[config.mk]
export PLATFORM = sky130hd
export DESIGN_NAME = matrix_operand_loader
export DESIGN_NICKNAME = d
export VERILOG_FILES = /design/src/rtl/gemm_pkg.sv /design/src/rtl/operand_bank.sv /design/src/rtl/matrix_operand_loader.sv
export SDC_FILE = /design/constraint.sdc
export NUM_CORES = 2
export LEC_CHECK = 0
export BUFFER_PORTS_ARGS = -buffer_cell sky130_fd_sc_hd__buf_2
export CORE_MARGIN = 4
export CORE_UTILIZATION = 40
export CTS_CLUSTER_DIAMETER = 150
export CTS_CLUSTER_SIZE = 40
export DETAILED_ROUTE_END_ITERATION = 12
export SLEW_MARGIN = 5
export SYNTH_ARGS = -nofsm -noshare
export SYNTH_HDL_FRONTEND = slang
export SYNTH_SLANG_ARGS = --single-unit
[constraint.sdc]
create_clock -name clk -period 4.7 [get_ports clk]
set_input_delay 0.47 -clock clk [delete_from_list [all_inputs] [get_ports clk]]
set_output_delay 0.47 -clock clk [all_outputs]
set_load 0.005 [all_outputs]
[src/rtl/gemm_pkg.sv]
// gemm_pkg: shared defaults, derived widths and the bank state type for the matrix operand loader
package gemm_pkg;
  localparam int DATA_WIDTH = 32;
  localparam int SIZE = 4;
  localparam int VEC_W = DATA_WIDTH * SIZE;
  localparam int MAT_W = VEC_W * SIZE;
  typedef enum logic [1:0] {EMPTY, FILLING, FULL} bank_state_t;
endpackage

[src/rtl/operand_bank.sv]
// operand_bank: one A/B storage pair plus its fill state; MATRIX_LOADER_TRANSPOSE_B_EN makes B beats rows instead of columns
module operand_bank #(
  parameter int DATA_WIDTH = gemm_pkg::DATA_WIDTH,
  parameter int SIZE = gemm_pkg::SIZE
) (
  input  logic clk,
  input  logic rst,
  input  logic clr,
  input  logic we,
  input  logic [$clog2(2*SIZE)-1:0] idx,
  input  logic [DATA_WIDTH*SIZE-1:0] din,
  input  logic mark_full,
  input  logic consume,
  output gemm_pkg::bank_state_t state,
  output logic [DATA_WIDTH*SIZE*SIZE-1:0] a,
  output logic [DATA_WIDTH*SIZE*SIZE-1:0] b
);
  import gemm_pkg::*;
  localparam int DW = DATA_WIDTH;
  localparam int VW = DATA_WIDTH * SIZE;
  localparam int MW = VW * SIZE;
  localparam int CW = $clog2(2 * SIZE);
  bank_state_t state_d, state_q;
  logic [MW-1:0] a_d, a_q, b_d, b_q;
  logic [CW-1:0] k;
  // bank lifecycle: flush and consume empty it, the last beat fills it, the first beat starts it
  always_comb state_d = clr ? EMPTY : consume ? EMPTY : mark_full ? FULL :
                        (we && state_q == EMPTY) ? FILLING : state_q;
  // beats below SIZE are A rows; the rest land in B as columns, or scattered as rows when transposing
  always_comb begin
    a_d = a_q;
    b_d = b_q;
    k = idx - CW'(SIZE);
    if (we && idx < CW'(SIZE)) a_d[VW*idx +: VW] = din;
`ifdef MATRIX_LOADER_TRANSPOSE_B_EN
    if (we && idx >= CW'(SIZE))
      for (int j = 0; j < SIZE; j++) b_d[DW*(SIZE*j+int'(k)) +: DW] = din[DW*j +: DW];
`else
    if (we && idx >= CW'(SIZE)) b_d[VW*k +: VW] = din;
`endif
  end
  // state and storage registers; only reset clears storage, flush leaves it
  always_ff @(posedge clk or negedge rst)
    if (!rst) begin
      state_q <= EMPTY;
      a_q <= '0;
      b_q <= '0;
    end else begin
      state_q <= state_d;
      a_q <= a_d;
      b_q <= b_d;
    end
  assign state = state_q;
  assign a = a_q;
  assign b = b_q;
endmodule

[src/rtl/matrix_operand_loader.sv]
// matrix_operand_loader: ping-pong assembler of A (row-major) / B matrix pairs from a vector stream; see MATRIX_LOADER_TRANSPOSE_B_EN in operand_bank
module matrix_operand_loader #(
  parameter int DATA_WIDTH = gemm_pkg::DATA_WIDTH,
  parameter int SIZE = gemm_pkg::SIZE
) (
  input  logic clk,
  input  logic rst,
  input  logic clr,
  input  logic in_valid,
  output logic in_ready,
  input  logic [DATA_WIDTH*SIZE-1:0] in_data,
  output logic out_valid,
  input  logic out_ready,
  output logic [DATA_WIDTH*SIZE*SIZE-1:0] mat_a,
  output logic [DATA_WIDTH*SIZE*SIZE-1:0] mat_b
);
  import gemm_pkg::*;
  localparam int MW = DATA_WIDTH * SIZE * SIZE;
  localparam int CW = $clog2(2 * SIZE);
  bank_state_t st [2];
  logic [MW-1:0] ba [2];
  logic [MW-1:0] bb [2];
  logic [CW-1:0] beat_cnt_d, beat_cnt_q;
  logic wr_bank_d, wr_bank_q, rd_bank_d, rd_bank_q;
  logic acc, last, cons;
  // handshakes come from registered bank state; flush suppresses both transfers
  always_comb begin
    in_ready = st[wr_bank_q] != FULL;
    out_valid = st[rd_bank_q] == FULL;
    acc = in_valid && in_ready && !clr;
    cons = out_valid && out_ready && !clr;
    last = acc && beat_cnt_q == CW'(2*SIZE-1);
    beat_cnt_d = (clr || last) ? '0 : acc ? beat_cnt_q + 1'b1 : beat_cnt_q;
    wr_bank_d = clr ? 1'b0 : wr_bank_q ^ last;
    rd_bank_d = clr ? 1'b0 : rd_bank_q ^ cons;
    mat_a = ba[rd_bank_q];
    mat_b = bb[rd_bank_q];
  end
  // beat counter and bank pointers
  always_ff @(posedge clk or negedge rst)
    if (!rst) begin
      beat_cnt_q <= '0;
      wr_bank_q <= 1'b0;
      rd_bank_q <= 1'b0;
    end else begin
      beat_cnt_q <= beat_cnt_d;
      wr_bank_q <= wr_bank_d;
      rd_bank_q <= rd_bank_d;
    end
  for (genvar i = 0; i < 2; i++) begin : g_bank
    operand_bank #(.DATA_WIDTH(DATA_WIDTH), .SIZE(SIZE)) u_bank (
      .clk(clk),
      .rst(rst),
      .clr(clr),
      .we(acc && wr_bank_q == 1'(i)),
      .idx(beat_cnt_q),
      .din(in_data),
      .mark_full(last && wr_bank_q == 1'(i)),
      .consume(cons && rd_bank_q == 1'(i)),
      .state(st[i]),
      .a(ba[i]),
      .b(bb[i])
    );
  end
endmodule
==> flow_metrics.env <==
export IMPL_p_int_mw=22.07
export IMPL_die_w_um=485.6
export IMPL_drc=0
export IMPL_grt_pass1_wl_mm=422.1
export IMPL_syn_area_um2=91230
export IMPL_fin_setup_tns_ps=0
export IMPL_max_vdd_ir_drop_mv=0.3167
export IMPL_setup_worst_path_class="register to primary output"
export IMPL_min_period_over_period=0.8081
export IMPL_p_per_area_nw_per_um2=293.8
export IMPL_io_buffers=1158
export IMPL_grt_use_total=0.2398
export IMPL_die_area_um2=235800
export IMPL_final_hold_violation_count=0
export IMPL_drtPass1Iterations=6
export IMPL_stdcell_count=10630
export IMPL_first_global_vias=59230
export IMPL_slew_headroom=0.2744
export IMPL_yosys_warnings=0
export IMPL_io_pins=1159
export IMPL_fin_area_um2=101300
export IMPL_h_tree_depth=2
export IMPL_cts_tree="done"
export IMPL_min_from="in_data[93]"
export IMPL_antenna_left=0
export IMPL_holdPathEnd="g_bank[1].u_bank.b[93]"
export IMPL_leakagePower_nw=52.74
export IMPL_ys_flop_type="dfrtp_1"
export IMPL_fin_skew_ps=52.91
export IMPL_switching_power_mw=7.687
export IMPL_cts_clk_slew_worst_paths_ps=150
export IMPL_cts_sinks=2057
export IMPL_min_path_type="input pin to register"
export IMPL_end_kind="primary output"
export IMPL_layout_drive_gt1_share=0.4855
export IMPL_setup_viol=0
export IMPL_mappedNetlistNets=6995
export IMPL_cts_resized=0
export IMPL_placed_area_um2=99510
export IMPL_cts_root_buffer="clkbuf_16"
export IMPL_worstPathArrival_ps=3330
export IMPL_initial_core_util=0.4018
export IMPL_critical_path_startpoint_type="register"
export IMPL_met1_usage=0.3181
export IMPL_vias=56890
export IMPL_worstMarginPinSlew_ps=1088
export IMPL_period_minus_slack_ps=3798
export IMPL_rsz0062_at_grt="no"
export IMPL_met2_usage=0.3787
export IMPL_die_y_um=485.6
export IMPL_seq_power_share=0.625
export IMPL_syn_to_final_growth_pct=11.02
export IMPL_rows=175
export IMPL_power_frac_comb=0.112
export IMPL_core_area_um2=227100
export IMPL_viasPerCell=5.352
export IMPL_syn_inst=6853
export IMPL_reg2reg_to="g_bank[1].u_bank.b[360]"
export IMPL_synth_cell_types=41
export IMPL_ys_ff_latch=2057
export IMPL_wl_per_cell_um=27.26
export IMPL_grt_max_degree=152
export IMPL_cp_required_ps=4230
export IMPL_fillers=20740
export IMPL_clk_path_buf_depth=3
export IMPL_clock_latency_ps=780
export IMPL_whs_path_depth=3
export IMPL_busiest_layer="met2"
export IMPL_wl_mm=289.7
export IMPL_clock_fmax_mhz=263.3
export IMPL_grt_antenna_before_repair=26
export IMPL_reg2reg_depth=8
export IMPL_rrSetupSlack_ps=1230
export IMPL_cap_violations=0
export IMPL_nets=7731
export IMPL_post_route_util=0.4461
export IMPL_dp_cells=10530
export IMPL_numCtsBuffers=59
export IMPL_synth_edff_count=0
export IMPL_r2r_start="beat_cnt_q[0]"
export IMPL_dp_hpwl_mm=195.9
export IMPL_grt_ovfl_total=0
export IMPL_gp_congestion=0.8194
export IMPL_path_max_fanout=119
export IMPL_yosysSeqAreaShare=0.5642
export IMPL_syn_area_per_cell_um2=13.31
export IMPL_slew_violations=0
export IMPL_synthArstFlopShare=1.000
export IMPL_p_clk_frac=0.263
export IMPL_drtIter0Drc=3428
export IMPL_switching_share=0.2584
export IMPL_use_met3=0.06023
export IMPL_status="completed"
==> routing by layer <==
metal,part of all wire,vias to the layer above,wire length [µm]
met5,0.000093,-,27
met4,0.046,4,13290
met3,0.068,342,19770
met2,0.46,1322,132600
met1,0.43,30130,124000
li1,-,25090,-
==> state kept, by name, indices dropped and copies added, names as in the netlist <==
name	flops
rd_bank_q	1
g_bank.u_bank.b	1024
beat_cnt_q	3
g_bank.u_bank.state	4
g_bank.u_bank.a	1024
wr_bank_q	1
==> final cells by class <==
| type | instances | area [µm²] | share of cell area |
|---|---|---|---|
| Sequential cell | 2057 | 51480 | 0.5083 |
| Multi-Input combinational cell | 4186 | 36850 | 0.3638 |
| Timing Repair Buffer | 1275 | 7445 | 0.07350 |
| Tap cell | 3009 | 3765 | 0.03717 |
| Clock buffer | 63 | 1534 | 0.01515 |
| Clock inverter | 5 | 108.9 | 0.001075 |
| Antenna cell | 24 | 60.06 | 0.0005930 |
| Inverter | 10 | 37.54 | 0.0003706 |
==> how the worst max path moves through the flow <==
stage / slack [ps] / startpoint / cells past startpoint / endpoint
3_5_place_dp: 1260 / beat_cnt_q[0] / 10 / g_bank[1].u_bank.b[79]
2_1_floorplan: 2170 / beat_cnt_q[0] / 11 / g_bank[1].u_bank.b[106]
3_3_place_gp: 1320 / beat_cnt_q[0] / 10 / g_bank[1].u_bank.b[85]
6_report: 900 / rd_bank_q / 3 / mat_a[29]
4_1_cts: 820 / rd_bank_q / 3 / mat_b[308]
5_1_grt: 800 / rd_bank_q / 3 / mat_b[308]
==> critical path, cell delays in order, from the launching register on <==
cell and delay (ps):
dfrtp_4 1140, buf_12 550, mux2_2 450, buf_2 140
==> through the flow <==
stage	power (mW)	worst slack [ps]	hold WS, ps
floorplan	20.35	2169	174.4
global placement	22.20	1315	455.4
detailed placement	22.31	1257	464.2
CTS	30.12	821.4	2.361
global route	30.94	799.5	32.51
finish	29.75	901.8	77.94
==> logic make-up after synthesis <==
family	count (synthesis)	share of synthesized area
AND/OR/NAND/NOR	1090	0.05730
adder cells (fa/ha/maj)	9	0.001234
multiplexers	2553	0.3151
flip-flops	2057	0.5642
buffers and inverters	610	0.03259
AO/OA/AOI/OAI	534	0.02961
==> cell usage after synthesis (5+ instances only) <==
master    number  area, µm²
buf_2        130      650.6
clkbuf_2       8      40.04
nor2b_1      132      825.8
o31ai_1        8      60.06
mux2_2      2335      26290
inv_1         10      37.54
dfrtp_1     2057      51470
nor2_1         8      30.03
buf_4         28      210.2
mux2_1       213       2399
o21ai_0      520       2603
ha_1           9      112.6
buf_6         54      608.1
mux2i_1        5      50.05
and3_1       131      819.5
nand3_1        5      25.02
and2_1       128      800.8
nand2_1      655       2459
buf_1        110      412.9
nand4_1        7      43.79
clkbuf_1     270       1013
==> power groups by stage <==
stage	clock, mW	sequential, mW	combinational (mW)
3_3_place_gp	0	18.9	3.30
3_5_place_dp	0	19.0	3.36
5_1_grt	8.64	18.7	3.61
4_1_cts	8.12	18.6	3.38
2_1_floorplan	0	18.9	1.50
6_report	7.82	18.6	3.32
==> placed cells by master, fill, tap and decap left out, types with 2 or more instances in the layout <==
cell	count
clkbuf_1	2
ha_1	8
or3b_2	2
nor2_1	6
nor3b_4	2
mux2_1	213
and2_1	128
diode_2	24
a21oi_1	3
dfrtp_4	2
buf_12	60
o31ai_1	8
and3_1	131
nor3_1	2
nand4b_1	3
o21ai_0	520
dlygate4sd3_1	7
clkinv_16	3
nand2b_1	2
nand3_1	4
nand2_1	655
nand4_1	7
clkbuf_16	61
nor2b_1	131
buf_4	51
mux2_2	2335
buf_2	1157
mux2i_1	5
dfrtp_1	2055
inv_1	10
nor2_4	3
nand3_2	2
==> repair_timing <==
action                                 CTS  global route
buffers inserted                         0             0
endpoints found under the hold margin  106             0
hold buffers                             7             0
(Power assumes the default switching activity.)
